===== src/rtl/bitwise_logic_pkg.sv =====
// rtl/bitwise_logic_pkg.sv - op codes and FSM encoding for the sequential bitwise logic unit
package bitwise_logic_pkg;

    localparam logic [2:0] OP_NOT  = 3'b000;
    localparam logic [2:0] OP_AND  = 3'b001;
    localparam logic [2:0] OP_OR   = 3'b010;
    localparam logic [2:0] OP_XOR  = 3'b011;
    localparam logic [2:0] OP_NAND = 3'b100;
    localparam logic [2:0] OP_NOR  = 3'b101;
    localparam logic [2:0] OP_XNOR = 3'b110;
    localparam logic [2:0] OP_PASS = 3'b111;

    typedef enum logic [1:0] {
        IDLE = 2'd0,
        BUSY = 2'd1,
        DONE = 2'd2
    } state_t;

endpackage


===== src/rtl/logic_slice.sv =====
// rtl/logic_slice.sv - combinational C-bit slice of the eight bitwise operations
module logic_slice
    import bitwise_logic_pkg::*;
#(
    parameter int C = 2
) (
    input  logic [2:0]   op,
    input  logic [C-1:0] a_s,
    input  logic [C-1:0] b_s,
    output logic [C-1:0] y_s
);

    for (genvar i = 0; i < C; i++) begin : g_bit
        logic y_bit;

        // per-bit gate with an 8-way select on the op code
        always_comb begin
            y_bit = a_s[i];
            case (op)
                OP_NOT:  y_bit = ~a_s[i];
                OP_AND:  y_bit = a_s[i] & b_s[i];
                OP_OR:   y_bit = a_s[i] | b_s[i];
                OP_XOR:  y_bit = a_s[i] ^ b_s[i];
                OP_NAND: y_bit = ~(a_s[i] & b_s[i]);
                OP_NOR:  y_bit = ~(a_s[i] | b_s[i]);
                OP_XNOR: y_bit = ~(a_s[i] ^ b_s[i]);
                OP_PASS: y_bit = a_s[i];
                default: y_bit = a_s[i];
            endcase
        end

        assign y_s[i] = y_bit;
    end

endmodule


===== src/rtl/bitwise_logic_seq.sv =====
// rtl/bitwise_logic_seq.sv - multi-cycle bitwise logic unit, C bits per cycle, with zero/parity flags
module bitwise_logic_seq
    import bitwise_logic_pkg::*;
#(
    parameter int N = 8,
    parameter int C = 2
) (
    input  logic         clk,
    input  logic         rst,
    input  logic         in_valid,
    output logic         in_ready,
    input  logic [2:0]   op,
    input  logic [N-1:0] a,
    input  logic [N-1:0] b,
    output logic         out_valid,
    input  logic         out_ready,
    output logic [N-1:0] result,
    output logic         zero,
    output logic         parity
);

    localparam int S     = N / C;
    localparam int CNT_W = (S > 1) ? $clog2(S) : 1;

    if ((C < 1) || (N % C != 0)) begin : g_bad_params
        $error("bitwise_logic_seq: N must be a positive multiple of C");
    end

    state_t           state;
    state_t           state_next;
    logic [CNT_W-1:0] cnt;
    logic [N-1:0]     a_q;
    logic [N-1:0]     b_q;
    logic [2:0]       op_q;
    logic [N-1:0]     result_q;
    logic [C-1:0]     a_s;
    logic [C-1:0]     b_s;
    logic [C-1:0]     y_s;
    logic             accept;
    logic             last;

    // in_ready is masked by rst so nothing is accepted while reset is held
    assign in_ready = (state == IDLE) && !rst;
    assign accept   = in_valid && in_ready;
    assign last     = (cnt == CNT_W'(S - 1));

    // state register
    always_ff @(posedge clk or posedge rst) begin
        if (rst) begin
            state <= IDLE;
        end else begin
            state <= state_next;
        end
    end

    // next-state logic; DONE never accepts so the minimum issue interval is S+2
    always_comb begin
        state_next = state;
        case (state)
            IDLE:    if (accept) state_next = BUSY;
            BUSY:    if (last) state_next = DONE;
            DONE:    if (out_ready) state_next = IDLE;
            default: state_next = IDLE;
        endcase
    end

    // pick the current slice of the latched operands
    always_comb begin
        a_s = '0;
        b_s = '0;
        for (int k = 0; k < S; k++) begin
            if (cnt == CNT_W'(k)) begin
                a_s = a_q[k*C +: C];
                b_s = b_q[k*C +: C];
            end
        end
    end

    logic_slice #(.C(C)) u_slice (
        .op  (op_q),
        .a_s (a_s),
        .b_s (b_s),
        .y_s (y_s)
    );

    // operand latches, slice counter and result register
    always_ff @(posedge clk or posedge rst) begin
        if (rst) begin
            cnt      <= '0;
            a_q      <= '0;
            b_q      <= '0;
            op_q     <= '0;
            result_q <= '0;
        end else if (accept) begin
            cnt      <= '0;
            a_q      <= a;
            b_q      <= b;
            op_q     <= op;
            result_q <= '0;
        end else if (state == BUSY) begin
            for (int k = 0; k < S; k++) begin
                if (cnt == CNT_W'(k)) begin
                    result_q[k*C +: C] <= y_s;
                end
            end
            if (!last) begin
                cnt <= cnt + 1'b1;
            end
        end
    end

    assign result    = result_q;
    assign out_valid = (state == DONE);
    assign zero      = out_valid && (result_q == '0);
    assign parity    = out_valid && (^result_q);

endmodule

===== config.mk =====
export PLATFORM = sky130hd
export DESIGN_NAME = bitwise_logic_seq
export DESIGN_NICKNAME = d
export VERILOG_FILES = /design/src/rtl/bitwise_logic_pkg.sv /design/src/rtl/logic_slice.sv /design/src/rtl/bitwise_logic_seq.sv
export SDC_FILE = /design/constraint.sdc
export NUM_CORES = 1
export LEC_CHECK = 0
export ABC_AREA = 1
export CORE_AREA = 2 2 75 77
export DETAILED_ROUTE_END_ITERATION = 10
export DIE_AREA = 0 0 77 79
export SLEW_MARGIN = 20
export SYNTH_ARGS = -nofsm -noshare
export SYNTH_HDL_FRONTEND = slang
export SYNTH_SLANG_ARGS = --single-unit

===== constraint.sdc =====
create_clock -name clk -period 2.74 [get_ports clk]
set_input_delay 0.411 -clock clk [delete_from_list [all_inputs] [get_ports clk]]
set_output_delay 0.411 -clock clk [all_outputs]
set_load 0.03 [all_outputs]

==> qor.yml <==
row_count: 27
period_needed_ns: 2.45
cts_resized: 0
hold_violations: 0
drt_iter0_drc: 81
cts_root_buf: "clkbuf_8"
setup_slack_ns: 0.290
initial_core_util: 0.352
clkLatencyLatePin_ns: 0.28
ys_types: 27
leakagePower_nw: 1.20
multiInputGateArea_um2: 906
vias: 1611
rsz0062_at_grt: "no"
cap_violations: 0
p_int_w: 0.00160
die_x_um: 77
outcome: "completed"
peakVddDrop_uv: 390
period_share: 0.894
ios: 35
netlist_area_um2: 1880
die_h_um: 79
skew_ns: 0.00267
slew_headroom: 0.728
post-route-drc-count: 0
hold_slack_ns: 0.481
pwr-share-clk: 0.112
detail_route.vias_per_cell: 4.49
p_per_area_nw_per_um2: 1290
grt_first_pass_wirelength_mm: 6.84
mostFrequentLayoutCell: "nand2_1"
routabilityCongestion: 0.849
worst-path-max-fanout: 3
synth.avg_cell_area_um2: 7.55
firstDrtPassIters: 4
die_area_um2: 6080
seqCellArea_um2: 776
tightest_slew_ns: 0.407
hp-class: "reg -> reg"
cp.required_ns: 2.33
p_switching_w: 0.00145
final_util: 0.443
crit_path_end_kind: "output pin"
first_global_vias: 1609
synthCells: 249
io_buffers: 34
power_frac_comb: 0.614
nets: 319
antenna_found_initial: 0
antenna_cells: 0
gr-total-overflow: 0
fin_tns_setup_ns: 0
cts_buffer_depth: 2
synth-seq-cells: 31
fmax_ghz: 0.408
wl_per_cell_um: 10.5
routed_wl_mm: 3.77
cts_tree: "built"
path_class: "reg -> out"
pre_cts_ws_ns: 0.465
start_kind: "flip-flop"
yosysWarnings: 0
setup_viol_count_final: 0
fillers: 570
grt_usage: 0.140
cts_hold_buf: 0
htreeDepth: 2
cts_buffers: 5
place_hpwl_mm: 2.92
switching_share: 0.474
areaGrowthSynthToFinish_pct: 25.8
grt_max_degree: 32
crit_arrival_ns: 2.04
yosysSeqAreaShare: 0.413
dp_cells: 351
clock_sinks: 31
syn_nets: 282
antenna_left: 0
fin_cells: 359
slew_viol_final: 0
p_seq_frac: 0.274
drive_gt1_frac: 0.108
core-area_um2: 5340
mostFrequentLayoutCells: "nand2_1 (93), inv_1 (36), clkdlybuf4s50_1 (34)"
cts_setup_buffers: 0
clk_pin_slew_ns: 0.06
[final timing paths]
kind                            startpoint   endpoint  slack (ns)  depth (start not counted)
worst min-delay path                a_q[6]     a_q[6]        0.48                          2
worst max register to register      cnt[1]  result[3]        0.47                         14
min in group asynchronous              rst   state[0]        0.59                          3
worst max-delay path             result[2]     parity        0.29                          6
max in group asynchronous              rst    op_q[1]        1.86                          3
worst min register to register      a_q[6]     a_q[6]        0.48                          2
[metal layers]
layer  global-route usage  up-vias  routed length (µm)  part of all wire
met5                    0        -                   0                 0
met4               0.0625        0                  69             0.018
met2                0.235       35                1710              0.45
met1                0.174      725                1830              0.48
li1                     -      844                   -                 -
met3               0.0295        7                 167             0.044
[critical path, cell delays in order (launching register included)]
cell,delay [ns]
dfrtp_1,0.38
inv_1,0.06
ha_1,0.30
xnor2_1,0.18
xnor2_1,0.08
nor2_1,0.08
clkdlybuf4s50_1,0.67
[power by group through the flow]
stage	clock network [W]	logic [W]	registers, W
after global routing	0.000369	0.00215	0.000865
after CTS	0.000352	0.00190	0.000837
after global placement	0	0.00187	0.000841
after detailed placement	0	0.00190	0.000844
final	0.000340	0.00187	0.000836
after floorplan	0	0.00138	0.000912
[cells by family (layout without fill, tap and decap cells)]
| logic type | count (synthesis) | in the layout | synth area share |
|---|---|---|---|
| flip-flops | 31 | 31 | 0.413 |
| buffers and inverters | 47 | 85 | 0.105 |
| XOR/XNOR | 3 | 3 | 0.0140 |
| adder cells (fa/ha/maj) | 10 | 10 | 0.0666 |
| AO/OA/AOI/OAI | 22 | 22 | 0.0739 |
| AND/OR/NAND/NOR | 136 | 136 | 0.328 |
[synth_stat cells]
cell type   n  share of area
nand2_1    93           0.19
inv_1      36          0.072
dfrtp_1    31           0.41
nand3_1    18          0.048
ha_1       10          0.067
o21ai_0    10          0.027
a21oi_1     6          0.016
nor2_1      6          0.012
inv_2       5          0.010
nand3_2     5          0.027
nand2_2     4          0.013
nand4_1     4          0.013
a21oi_2     3          0.014
xnor2_1     3          0.014
buf_4       2         0.0080
nor3_1      2         0.0053
a21oi_4     1         0.0087
buf_2       1         0.0027
buf_6       1         0.0060
clkbuf_1    1         0.0020
inv_6       1         0.0047
nand2_4     1         0.0060
nor2_2      1         0.0033
nor3_2      1         0.0053
nor3_4      1         0.0087
o211ai_1    1         0.0040
o21ai_2     1         0.0047
[registers in the layout, summed over array words and instances, names as in the netlist]
name    count
a_q         8
state       2
result      8
b_q         8
op_q        3
cnt         2
[cell type report]
class / count / share of cell area
Multi-Input combinational cell: 171 / 0.383
Sequential cell: 31 / 0.328
Timing Repair Buffer: 35 / 0.147
Inverter: 42 / 0.0688
Tap cell: 72 / 0.0381
Clock buffer: 7 / 0.0323
Clock inverter: 1 / 0.00212
[stage by stage]
stage                     total power [W]  cell area [µm²]
after floorplan                   0.00229             1880
after global placement            0.00271             2280
after detailed placement          0.00274             2280
after CTS                         0.00309             2360
after global routing              0.00339             2360
final                             0.00305             2360
(Power assumes the default switching activity.)
==> RTL change, RTL diff (same flow settings) <==
`C` is set to 2 in 2 places; all go to 4.
--- a/src/rtl/logic_slice.sv
+++ b/src/rtl/logic_slice.sv
@@ -4,3 +4,3 @@
 #(
-    parameter int C = 2
+    parameter int C = 4
 ) (
--- a/src/rtl/bitwise_logic_seq.sv
+++ b/src/rtl/bitwise_logic_seq.sv
@@ -5,3 +5,3 @@
     parameter int N = 8,
-    parameter int C = 2
+    parameter int C = 4
 ) (
Formal check against the unedited RTL: not equivalent (Yosys sat finds a counterexample within 4 cycles, from zero or initial values and one cycle with rst high).
==> RTL change against the unedited design <==
Combinational power decreased by 7%. Final area increased by 1.3%. Setup slack improved by 0.0084 ns. Area after synthesis increased by 2.7%. Critical path depth unchanged. Sequential cell count decreased by 1. Total power decreased by 2.5%. Wire length increased by 9.3%. Utilization increased by 0.59 points. Die area unchanged.
==> RTL change: results (changes against the unedited design) <==
| Metric | Value |
|---|---|
| Reg2reg path depth | 10 (-4) |
| CTS resizes | 0 (unchanged) |
| Distinct cells, synth | 21 (-22%) |
| Largest net degree at the start of global routing | 31 (-3.1%) |
| Worst reg-to-reg setup slack | 0.69 ns (+0.22 ns) |
| Via count | 1,702 (+5.6%) |
| Leak | 1.253 nW (+4.2%) |
| Input/output buffers | 34 (unchanged) |
| Dpl hpwl | 3007 µm (+3.1%) |
| Top cells by area, synth | dfrtp_1, nand2_1, ha_1 |
| Status | finished, final reports clean |
| Final WL | 4120 µm (+9.3%) |
| Post-synthesis sequential area ratio | 38.91% (-2.4 points) |
| Synth Area in Adders | 7.782% (+1.1 points) |
| Nets | 335 (+5.0%) |
| Synth top cells by count | nand2_1, dfrtp_1, inv_1 |
| Post-synthesis xor/xnor area fraction | 1.362% (-0.036 points) |
| Fraction of the mapped netlist area in compound gates | 3.372% (-4.0 points) |
| WL met1 | 1860 µm (+1.8%) |
| Max IR drop VDD | 369.5 µV (-5.2%) |
| Net Count, Synth | 302 (+7.1%) |
| First-pass GRT wire length | 7514 µm (+9.8%) |
| Clk_skew | 0.005548 ns (+0.002881 ns) |
| DR iter-0 viols | 86 (+6.2%) |
| Total global-route track usage | 15.52% (+1.5 points) |
| Gpl congestion | 0.7940 (-6.5%) |
| Filler cells | 575 (+0.88%) |
| Routed wl met3 | 212 µm (+27%) |
| Layout cell share with drive strength beyond 1 | 10.30% (-0.50 points) |
| Rel. slew slack | 62.97% (-9.8 points) |
-- RTL change: metrics by stage --
step	power [W]	instance area (µm²)	worst slack, ns	cells	hold slack [ns]
after floorplan	0.002191	1929	0.7742	267	0.4414
after global placement	0.002595	2303	0.6048	365	0.4553
after detailed placement	0.002623	2303	0.5991	365	0.4624
after CTS	0.003004	2395	0.2742	373	0.4790
after global routing	0.003298	2395	0.1570	373	0.4992
final	0.002971	2395	0.2988	373	0.4802
-- RTL change: power by group --
group          leakage (nW)  internal (W)  switching, W
clock                0.0482      0.000202      0.000165
sequential            0.374      0.000659      0.000214
combinational         0.830      0.000676       0.00106
-- RTL change: worst min-delay path: stages (launching register included) --
cell and delay (ns):
dfrtp_1 0.34, nand2_1 0.06, nand2_1 0.05
-- RTL change: area by class of cell --
cell class / count / area, µm² / area share [%]
timing repair buffer: 35 / 347.8 / 14.52
sequential: 30 / 750.7 / 31.35
clock inverter: 1 / 5.005 / 0.2090
clock buffer: 7 / 86.33 / 3.605
tap: 72 / 90.09 / 3.762
multi-input combinational: 192 / 977.2 / 40.80
inverter: 36 / 137.6 / 5.747
-- RTL change: per-layer routing --
layer,GRT usage [%],up-vias
met5,0,-
met4,6.429,0
met1,18.08,757
met2,27.37,43
li1,-,896
met3,3.864,6
-- RTL change: worst paths after layout --
path	start	endpoint
max in group asynchronous	rst	a_q[3]$_DFFE_PP0P_
min	a_q[0]$_DFFE_PP0P_	a_q[0]$_DFFE_PP0P_
min reg2reg	a_q[0]$_DFFE_PP0P_	a_q[0]$_DFFE_PP0P_
max reg2reg	cnt$_DFFE_PP0P_	result[0]$_DFFE_PP0P_
min in group asynchronous	rst	result[2]$_DFFE_PP0P_
max	result[6]$_DFFE_PP0P_	parity
